File: config.mk
export PLATFORM = sky130hd
export DESIGN_NAME = mem_burst_master
export DESIGN_NICKNAME = d
export VERILOG_FILES = /design/src/rtl/mem_burst_master.sv
export SDC_FILE = /design/constraint.sdc
export NUM_CORES = 1
export LEC_CHECK = 0
export CAP_MARGIN = 20
export CELL_PAD_IN_SITES_DETAIL_PLACEMENT = 2
export CELL_PAD_IN_SITES_GLOBAL_PLACEMENT = 2
export CORE_MARGIN = 10
export CORE_UTILIZATION = 29
export CTS_CLUSTER_SIZE = 12
export DETAILED_ROUTE_END_ITERATION = 10
export PLACE_DENSITY = 0.86
export SLEW_MARGIN = 10
export SYNTH_ARGS = -nofsm -noshare
export SYNTH_HDL_FRONTEND = slang
export SYNTH_SLANG_ARGS = --single-unit
File: constraint.sdc
create_clock -name clk -period 5.8 [get_ports clk]
set_input_delay 1.74 -clock clk [delete_from_list [all_inputs] [get_ports clk]]
set_output_delay 1.74 -clock clk [all_outputs]
set_load 0.02 [all_outputs]
File: src/rtl/mem_burst_master.sv
`default_nettype none
// ============================================================================
//  Module      : mem_burst_master
//  Description : Burst initiator for one port of the dual-port main memory.
//                Accepts a burst command (base, length, direction), presents
//                one word per cycle on the memory port, takes write data
//                from a valid/ready stream and returns read data as a
//                valid-qualified stream.
//  Ports       : clk, rst              - clock, synchronous active-high reset
//                start, op_write,
//                base_addr, length     - burst command (sampled in IDLE)
//                busy, done            - burst status / completion pulse
//                wr_data, wr_valid,
//                wr_ready              - write stream in
//                rd_data, rd_valid     - read stream out (no backpressure)
//                mem_address, mem_data,
//                mem_wren, mem_q       - memory port (address_x/data_x/
//                                        wren_x/q_x)
//  Revision    : 1.0 - initial release
// ============================================================================
module mem_burst_master #(
    parameter int ADDR_W = 18,
    parameter int DATA_W = 24,
    parameter int LEN_W  = 10,
    parameter int RD_LAT = 1
) (
    input  logic              clk,
    input  logic              rst,
    input  logic              start,
    input  logic              op_write,
    input  logic [ADDR_W-1:0] base_addr,
    input  logic [LEN_W-1:0]  length,
    output logic              busy,
    output logic              done,
    input  logic [DATA_W-1:0] wr_data,
    input  logic              wr_valid,
    output logic              wr_ready,
    output logic [DATA_W-1:0] rd_data,
    output logic              rd_valid,
    output logic [ADDR_W-1:0] mem_address,
    output logic [DATA_W-1:0] mem_data,
    output logic              mem_wren,
    input  logic [DATA_W-1:0] mem_q
);

    localparam logic [2:0] c_ST_IDLE  = 3'd0;
    localparam logic [2:0] c_ST_WRITE = 3'd1;
    localparam logic [2:0] c_ST_READ  = 3'd2;
    localparam logic [2:0] c_ST_DRAIN = 3'd3;
    localparam logic [2:0] c_ST_DONE  = 3'd4;

    logic [2:0]        r_state;
    logic [2:0]        w_state_nxt;
    logic [ADDR_W-1:0] r_addr;      // next address to present
    logic [LEN_W-1:0]  r_remain;    // words not yet presented
    logic [RD_LAT-1:0] r_pipe;      // one token per read address in flight

    logic w_accept;
    logic w_wr_fire;
    logic w_rd_first;
    logic w_rd_issue;

    assign w_accept   = (r_state == c_ST_IDLE) && start;
    assign w_wr_fire  = wr_valid && wr_ready;
    // A read burst presents its first address in the accepting cycle so the
    // address is on the port the cycle after start.
    assign w_rd_first = w_accept && !op_write && (length != '0);
    assign w_rd_issue = w_rd_first || (r_state == c_ST_READ);

    // WRITE lingers one cycle with r_remain == 0 so the last word is on the
    // port before DONE; that keeps mem_wren low while done is high.
    assign wr_ready = (r_state == c_ST_WRITE) && (r_remain != '0);
    assign busy     = (r_state == c_ST_WRITE) || (r_state == c_ST_READ) ||
                      (r_state == c_ST_DRAIN);
    assign done     = (r_state == c_ST_DONE);

    always_ff @(posedge clk) begin
        if (rst) begin
            r_state <= c_ST_IDLE;
        end else begin
            r_state <= w_state_nxt;
        end
    end

    always_comb begin
        w_state_nxt = r_state;
        case (r_state)
            c_ST_IDLE: begin
                if (start) begin
                    if (length == '0) begin
                        w_state_nxt = c_ST_DONE;
                    end else if (op_write) begin
                        w_state_nxt = c_ST_WRITE;
                    end else if (length == LEN_W'(1)) begin
                        w_state_nxt = c_ST_DRAIN;
                    end else begin
                        w_state_nxt = c_ST_READ;
                    end
                end
            end
            c_ST_WRITE: begin
                if (r_remain == '0) begin
                    w_state_nxt = c_ST_DONE;
                end
            end
            c_ST_READ: begin
                if (r_remain == LEN_W'(1)) begin
                    w_state_nxt = c_ST_DRAIN;
                end
            end
            c_ST_DRAIN: begin
                // Leaves the cycle the last token surfaces on rd_valid, so
                // done follows the final rd_valid without overlap.
                if (r_pipe == '0) begin
                    w_state_nxt = c_ST_DONE;
                end
            end
            c_ST_DONE: begin
                w_state_nxt = c_ST_IDLE;
            end
            default: begin
                w_state_nxt = c_ST_IDLE;
            end
        endcase
    end

    always_ff @(posedge clk) begin
        if (rst) begin
            r_addr      <= '0;
            r_remain    <= '0;
            r_pipe      <= '0;
            rd_valid    <= 1'b0;
            rd_data     <= '0;
            mem_address <= '0;
            mem_data    <= '0;
            mem_wren    <= 1'b0;
        end else begin
            mem_wren <= 1'b0;
            rd_valid <= r_pipe[RD_LAT-1];
            if (r_pipe[RD_LAT-1]) begin
                rd_data <= mem_q;
            end
            r_pipe[0] <= w_rd_issue;
            for (int i = 1; i < RD_LAT; i++) begin
                r_pipe[i] <= r_pipe[i-1];
            end

            if (w_rd_first) begin
                mem_address <= base_addr;
                r_addr      <= base_addr + ADDR_W'(1);
                r_remain    <= length - LEN_W'(1);
            end else if (w_accept) begin
                r_addr   <= base_addr;
                r_remain <= length;
            end

            if (w_wr_fire) begin
                mem_address <= r_addr;
                mem_data    <= wr_data;
                mem_wren    <= 1'b1;
                r_addr      <= r_addr + ADDR_W'(1);
                r_remain    <= r_remain - LEN_W'(1);
            end

            if (r_state == c_ST_READ) begin
                mem_address <= r_addr;
                r_addr      <= r_addr + ADDR_W'(1);
                r_remain    <= r_remain - LEN_W'(1);
            end
        end
    end

endmodule
`default_nettype wire

## Word level (Yosys, flattened, before mapping)

Cells that the tools add are included.

- Register bits: 100
- Bits of input ports: 81
- Word-level logic and storage cells: 60

- Add/sub/neg operators: 4
- Equality and inequality tests: 10
- Muxes and demuxes: 20
- Reductions and logical operators: 17

Operators with widths:

| cell | number |
|---|---|
| $mux W18 | 7 |
| $mux W10 | 4 |
| $add A18 B1 Y18 const B | 2 |
| $eq A10 B1 Y1 const B | 2 |
| $logic_not A10 Y1 | 2 |
| $reduce_bool A10 Y1 | 2 |
| $sub A10 B1 Y10 const B | 2 |
| $mux W3 | 5 |
| $pmux W3 S4 | 1 |
| $eq A3 B2 Y1 const B | 2 |
| $logic_and A1 B1 Y1 | 5 |
| $ne A2 B1 Y1 const B | 2 |
| $ne A2 B2 Y1 const B | 2 |
| $reduce_and A4 Y1 | 1 |
| $reduce_bool A4 Y1 | 1 |
| $eq A3 B1 Y1 const B | 1 |
| $eq A3 B3 Y1 const B | 1 |
| $logic_not A3 Y1 | 1 |
| $logic_or A1 B1 Y1 | 3 |
| $reduce_bool A3 Y1 | 1 |
| $mux W1 | 2 |
| $mux W2 | 1 |
| $logic_not A1 Y1 | 1 |

## Depth between registers and ports, before layout

- Depth in word-level cells: 7
- Mapped depth: 9
- Gate-level depth less buffers: 8

## Worst setup path after synthesis

OpenSTA, ideal clock, no wires.

- Kind: input-to-reg
- Start point: in length[4]
- End point: reg r_addr[0]
- Arrival: 3294 ps
- Required time: 5672 ps
- Setup slack: 2378 ps
- Cell stages on the path: 6
- Cells stage by stage: nor4_2 > a31oi_4 > buf_2 > xor2_1 > a221oi_1 > nor2_1

- Longest elaborated chain between the ends: 5
- Elaborated cells between the ends (all ways): 6
- Classes of those cells: 3 x mux; 3 x reduce/logical

Ends and longest elaborated chain:

| element | line | RTL |
|---|---|---|
| start, declared | 32 | `input logic [LEN_W-1:0] length,` |
| $reduce_bool A10 Y1 (*) | 67 | `assign w_rd_first = w_accept && !op_write && (length != '0);` |
| $logic_and A1 B1 Y1 (*) | 67 |  |
| $mux W18 | 148 | `if (w_rd_first) begin` |
| $mux W18 | 157 | `if (w_wr_fire) begin` |
| $mux W18 | 165 | `if (r_state == c_ST_READ) begin` |
| end signal, assigned | 150 | `r_addr <= base_addr + ADDR_W'(1);` |
| end signal, assigned | 161 | `r_addr <= r_addr + ADDR_W'(1);` |
| end signal, assigned | 167 | `r_addr <= r_addr + ADDR_W'(1);` |
| end, declared | 54 | `logic [ADDR_W-1:0] r_addr;` |

Every way passes the cells marked *; elsewhere a longest branch is shown, timed or not.
A chain may end at the register's enable or synchronous reset.

## Worst setup path in the final report

- Start point: in length[4]
- End point: reg r_remain[9]

- Longest elaborated chain between the ends: 5
- Elaborated cells between the ends (all ways): 7
- Classes of those cells: 1 x add/sub; 3 x mux; 3 x reduce/logical

Ends and longest elaborated chain:

| element | line | RTL |
|---|---|---|
| parallel branches: the longest is 5 deep, another holds $sub A10 B1 Y10 | n/a |  |
| end signal, assigned | 151 | `r_remain <= length - LEN_W'(1);` |
| end signal, assigned | 162 | `r_remain <= r_remain - LEN_W'(1);` |
| end signal, assigned | 168 | `r_remain <= r_remain - LEN_W'(1);` |
| end, declared | 55 | `logic [LEN_W-1:0] r_remain;` |

Parallel ways; which one is timed is not known.

==> impl_metrics.ini <==
[hold_path]
hp-class = flop to flop
min_to = mem_data[11]
hold_depth = 2
hp-start = mem_data[11]

[timing]
clock.fmax_mhz = 238
slew_violations = 0
setup_viol = 0
hold_viol = 0
finClkSkew_ns = 0.00878
worst_pin_slew_ns = 0.907
layout_min_cycle_time_ns = 4.20
tns_ns = 0
slew_headroom = 0.390
rsz0062_at_grt = no
fin_crit_sh = 0.724

[synthesis]
syn_inst = 589
yosys_most_used_dff = dfxtp_1
synth_edf_count = 0
synthesis.nets = 678
synth_seq_cells = 100
ys_types = 71
synth_top_cells_by_area = dfxtp_1 39%, mux2i_1 7.1%, nand2_1 6.2%
netlist_area_um2 = 5070
yosys.area.top_type = dfxtp_1
yosysTopAreaCellShare = 0.395
syn_avg_cell_area_um2 = 8.61
synth_warnings = 0
ys_seq_area_frac = 0.395
async_flop_share = 0

[layout]
fin_nets = 807
area_delta_synth_final_pct = 39.2
layout-drive-gt1-share = 0.0692
fin_cells = 949
final_core_util = 0.409

[clock_tree]
cts-hold-fix-buffers = 0
cts_resized = 0
clk_path_buf_depth = 2
tritoncts = done
clk_pin_slew_worst_paths_ns = 0.07
clockRootBuffer = clkbuf_16
cts_inserted_buffers = 9
cts-htree-levels = 3
postCtsSetupBuffers = 0
clk-insertion-delay-late_ns = 0.36
cts_sinks = 100

[routing]
wirelength_mm = 20.0
drtIter0Drc = 193
via_per_inst = 5.33
first_pass_iters = 4
post_drt_wl_per_cell_um = 21.1
vias = 5056
drcViolationCount = 0
ant_nets = 0

[die]
rows = 48
fp.dieH_um = 152
core-area_um2 = 17200
start_util = 0.294
die_w_um = 152
dieArea_um2 = 23200
ioPinCount = 152

[worst_setup_path]
critical_path_required_ns = 6.06
worstSetupStartpointType = input port
r2r-start = r_remain[2]
end_kind = flop
ff2ff_setup_slack_ns = 2.97
crit_type = input port to flop
crit_fanout = 19
rr_worst_depth = 6
timing.rr.end = r_addr[16]
crit_arrival_ns = 4.46

[placed_design]
place.gp.congestion = 0.825
portBuffers = 151
dp_cells = 931
hpwl_mm = 14.8

[job]
max-cap-violations = 0

[power_and_ir_drop]
p_leak_uw = 0.00240
pwr-share-seq = 0.349
power.share.clock = 0.219
ir_drop_mv = 0.188
switchingPower_uw = 1220
power_frac_comb = 0.433
p_int_uw = 1730
p_per_area_nw_per_um2 = 418
swShare = 0.412

[global_routing]
grt_usage = 0.167
grt_pass1_wl_mm = 31.9
antenna_found_initial = 1
grt_max_degree = 101
grt-ovfl-total = 0
grt_pass1_vias = 5537

[status]
status = finished clean
==> worst max-delay path: stages <==
cell             delay (ns)
clkdlybuf4s50_1        0.50
nor4_2                 0.84
a31oi_4                0.44
and4bb_2               0.39
xor2_1                 0.15
a21oi_1                0.11
a211oi_1               0.30
==> synth_stat cells, types with 9 or more instances <==
master / n
a21oi_1: 56
dfxtp_1: 100
a22oi_1: 9
a211oi_1: 16
mux2i_1: 36
nand3_1: 18
nor2_1: 65
nor3_1: 11
xor2_1: 13
nand4_1: 11
clkbuf_1: 24
nand2_1: 84
o21ai_0: 12
xnor2_1: 12
==> layer usage <==
metal  GRT usage  up-vias  part of all wire
met4      0.0477        0             0.019
met3      0.0488       21             0.050
li1            -     2388                 -
met2       0.305      103              0.53
met1       0.183     2544              0.40
met5           0        -                 0
==> power groups by stage <==
stage	Combinational (uW)	Clock, uW	Sequential (uW)
final	1280	645	1030
after global routing	1400	687	1060
after global placement	1220	0	1020
after CTS	1300	665	1030
after floorplan	738	0	1080
after detailed placement	1280	0	1040
==> worst max-delay path by stage <==
stage | from | to | cells past startpoint
CTS | length[4] | r_remain[9] | 7
global placement | start | mem_address[17] | 6
detailed placement | length[4] | r_remain[9] | 7
global route | length[4] | r_remain[9] | 7
finish | length[4] | r_remain[9] | 7
floorplan | length[4] | r_addr[0] | 6
==> per-stage QoR <==
stage	setup WS (ns)	hold slack [ns]	area [um^2]	total power [uW]
finish	1.60	0.458	7060	2950
global route	1.42	0.481	7060	3150
CTS	1.59	0.461	7030	2990
detailed placement	1.29	0.449	6720	2320
global placement	1.35	0.442	6720	2240
floorplan	2.38	0.473	5070	1820
==> cell families after synthesis <==
family / after synthesis / synth area share
AO/OA/AOI/OAI: 132 / 0.181
XOR/XNOR: 25 / 0.0432
adder cells (fa/ha/maj): 8 / 0.0197
buffers and inverters: 43 / 0.0385
flip-flops: 100 / 0.395
multiplexers: 39 / 0.0778
AND/OR/NAND/NOR: 242 / 0.244
==> final cells by class <==
cell class | instances | area [um^2]
sequential | 100 | 2000
tap | 225 | 282
timing repair buffer | 156 | 1570
fill | 1869 | 10200
inverter | 5 | 18.8
multi-input combinational | 446 | 2880
clock inverter | 7 | 81.3
clock buffer | 9 | 225
antenna | 1 | 2.50
==> placed cells by master (no fill, tap or decap), types with 3 or more instances in the layout <==
| master | count |
|---|---|
| nand4_1 | 11 |
| inv_1 | 5 |
| or3_1 | 3 |
| a22oi_1 | 9 |
| nor3_1 | 11 |
| nor4_1 | 6 |
| or4_1 | 3 |
| a31oi_1 | 4 |
| xnor2_1 | 12 |
| buf_4 | 5 |
| and4_1 | 4 |
| nor2_1 | 65 |
| o21ai_0 | 12 |
| a211oi_1 | 16 |
| clkdlybuf4s50_1 | 150 |
| nor4_2 | 3 |
| a21oi_1 | 56 |
| o32a_1 | 3 |
| nand3_1 | 18 |
| ha_1 | 8 |
| xor2_1 | 13 |
| mux2_2 | 3 |
| o21a_1 | 4 |
| nand2_1 | 84 |
| dfxtp_1 | 100 |
| and3_1 | 7 |
| clkbuf_16 | 9 |
| mux2i_1 | 36 |
==> state kept, by name, summed over array words and instances (netlist names) <==
register,flops
mem_address,18
mem_data,24
mem_wren,1
r_addr,18
r_pipe,1
r_remain,10
r_state,3
rd_data,24
rd_valid,1
Note: power is estimated with default switching activity, not from simulation.
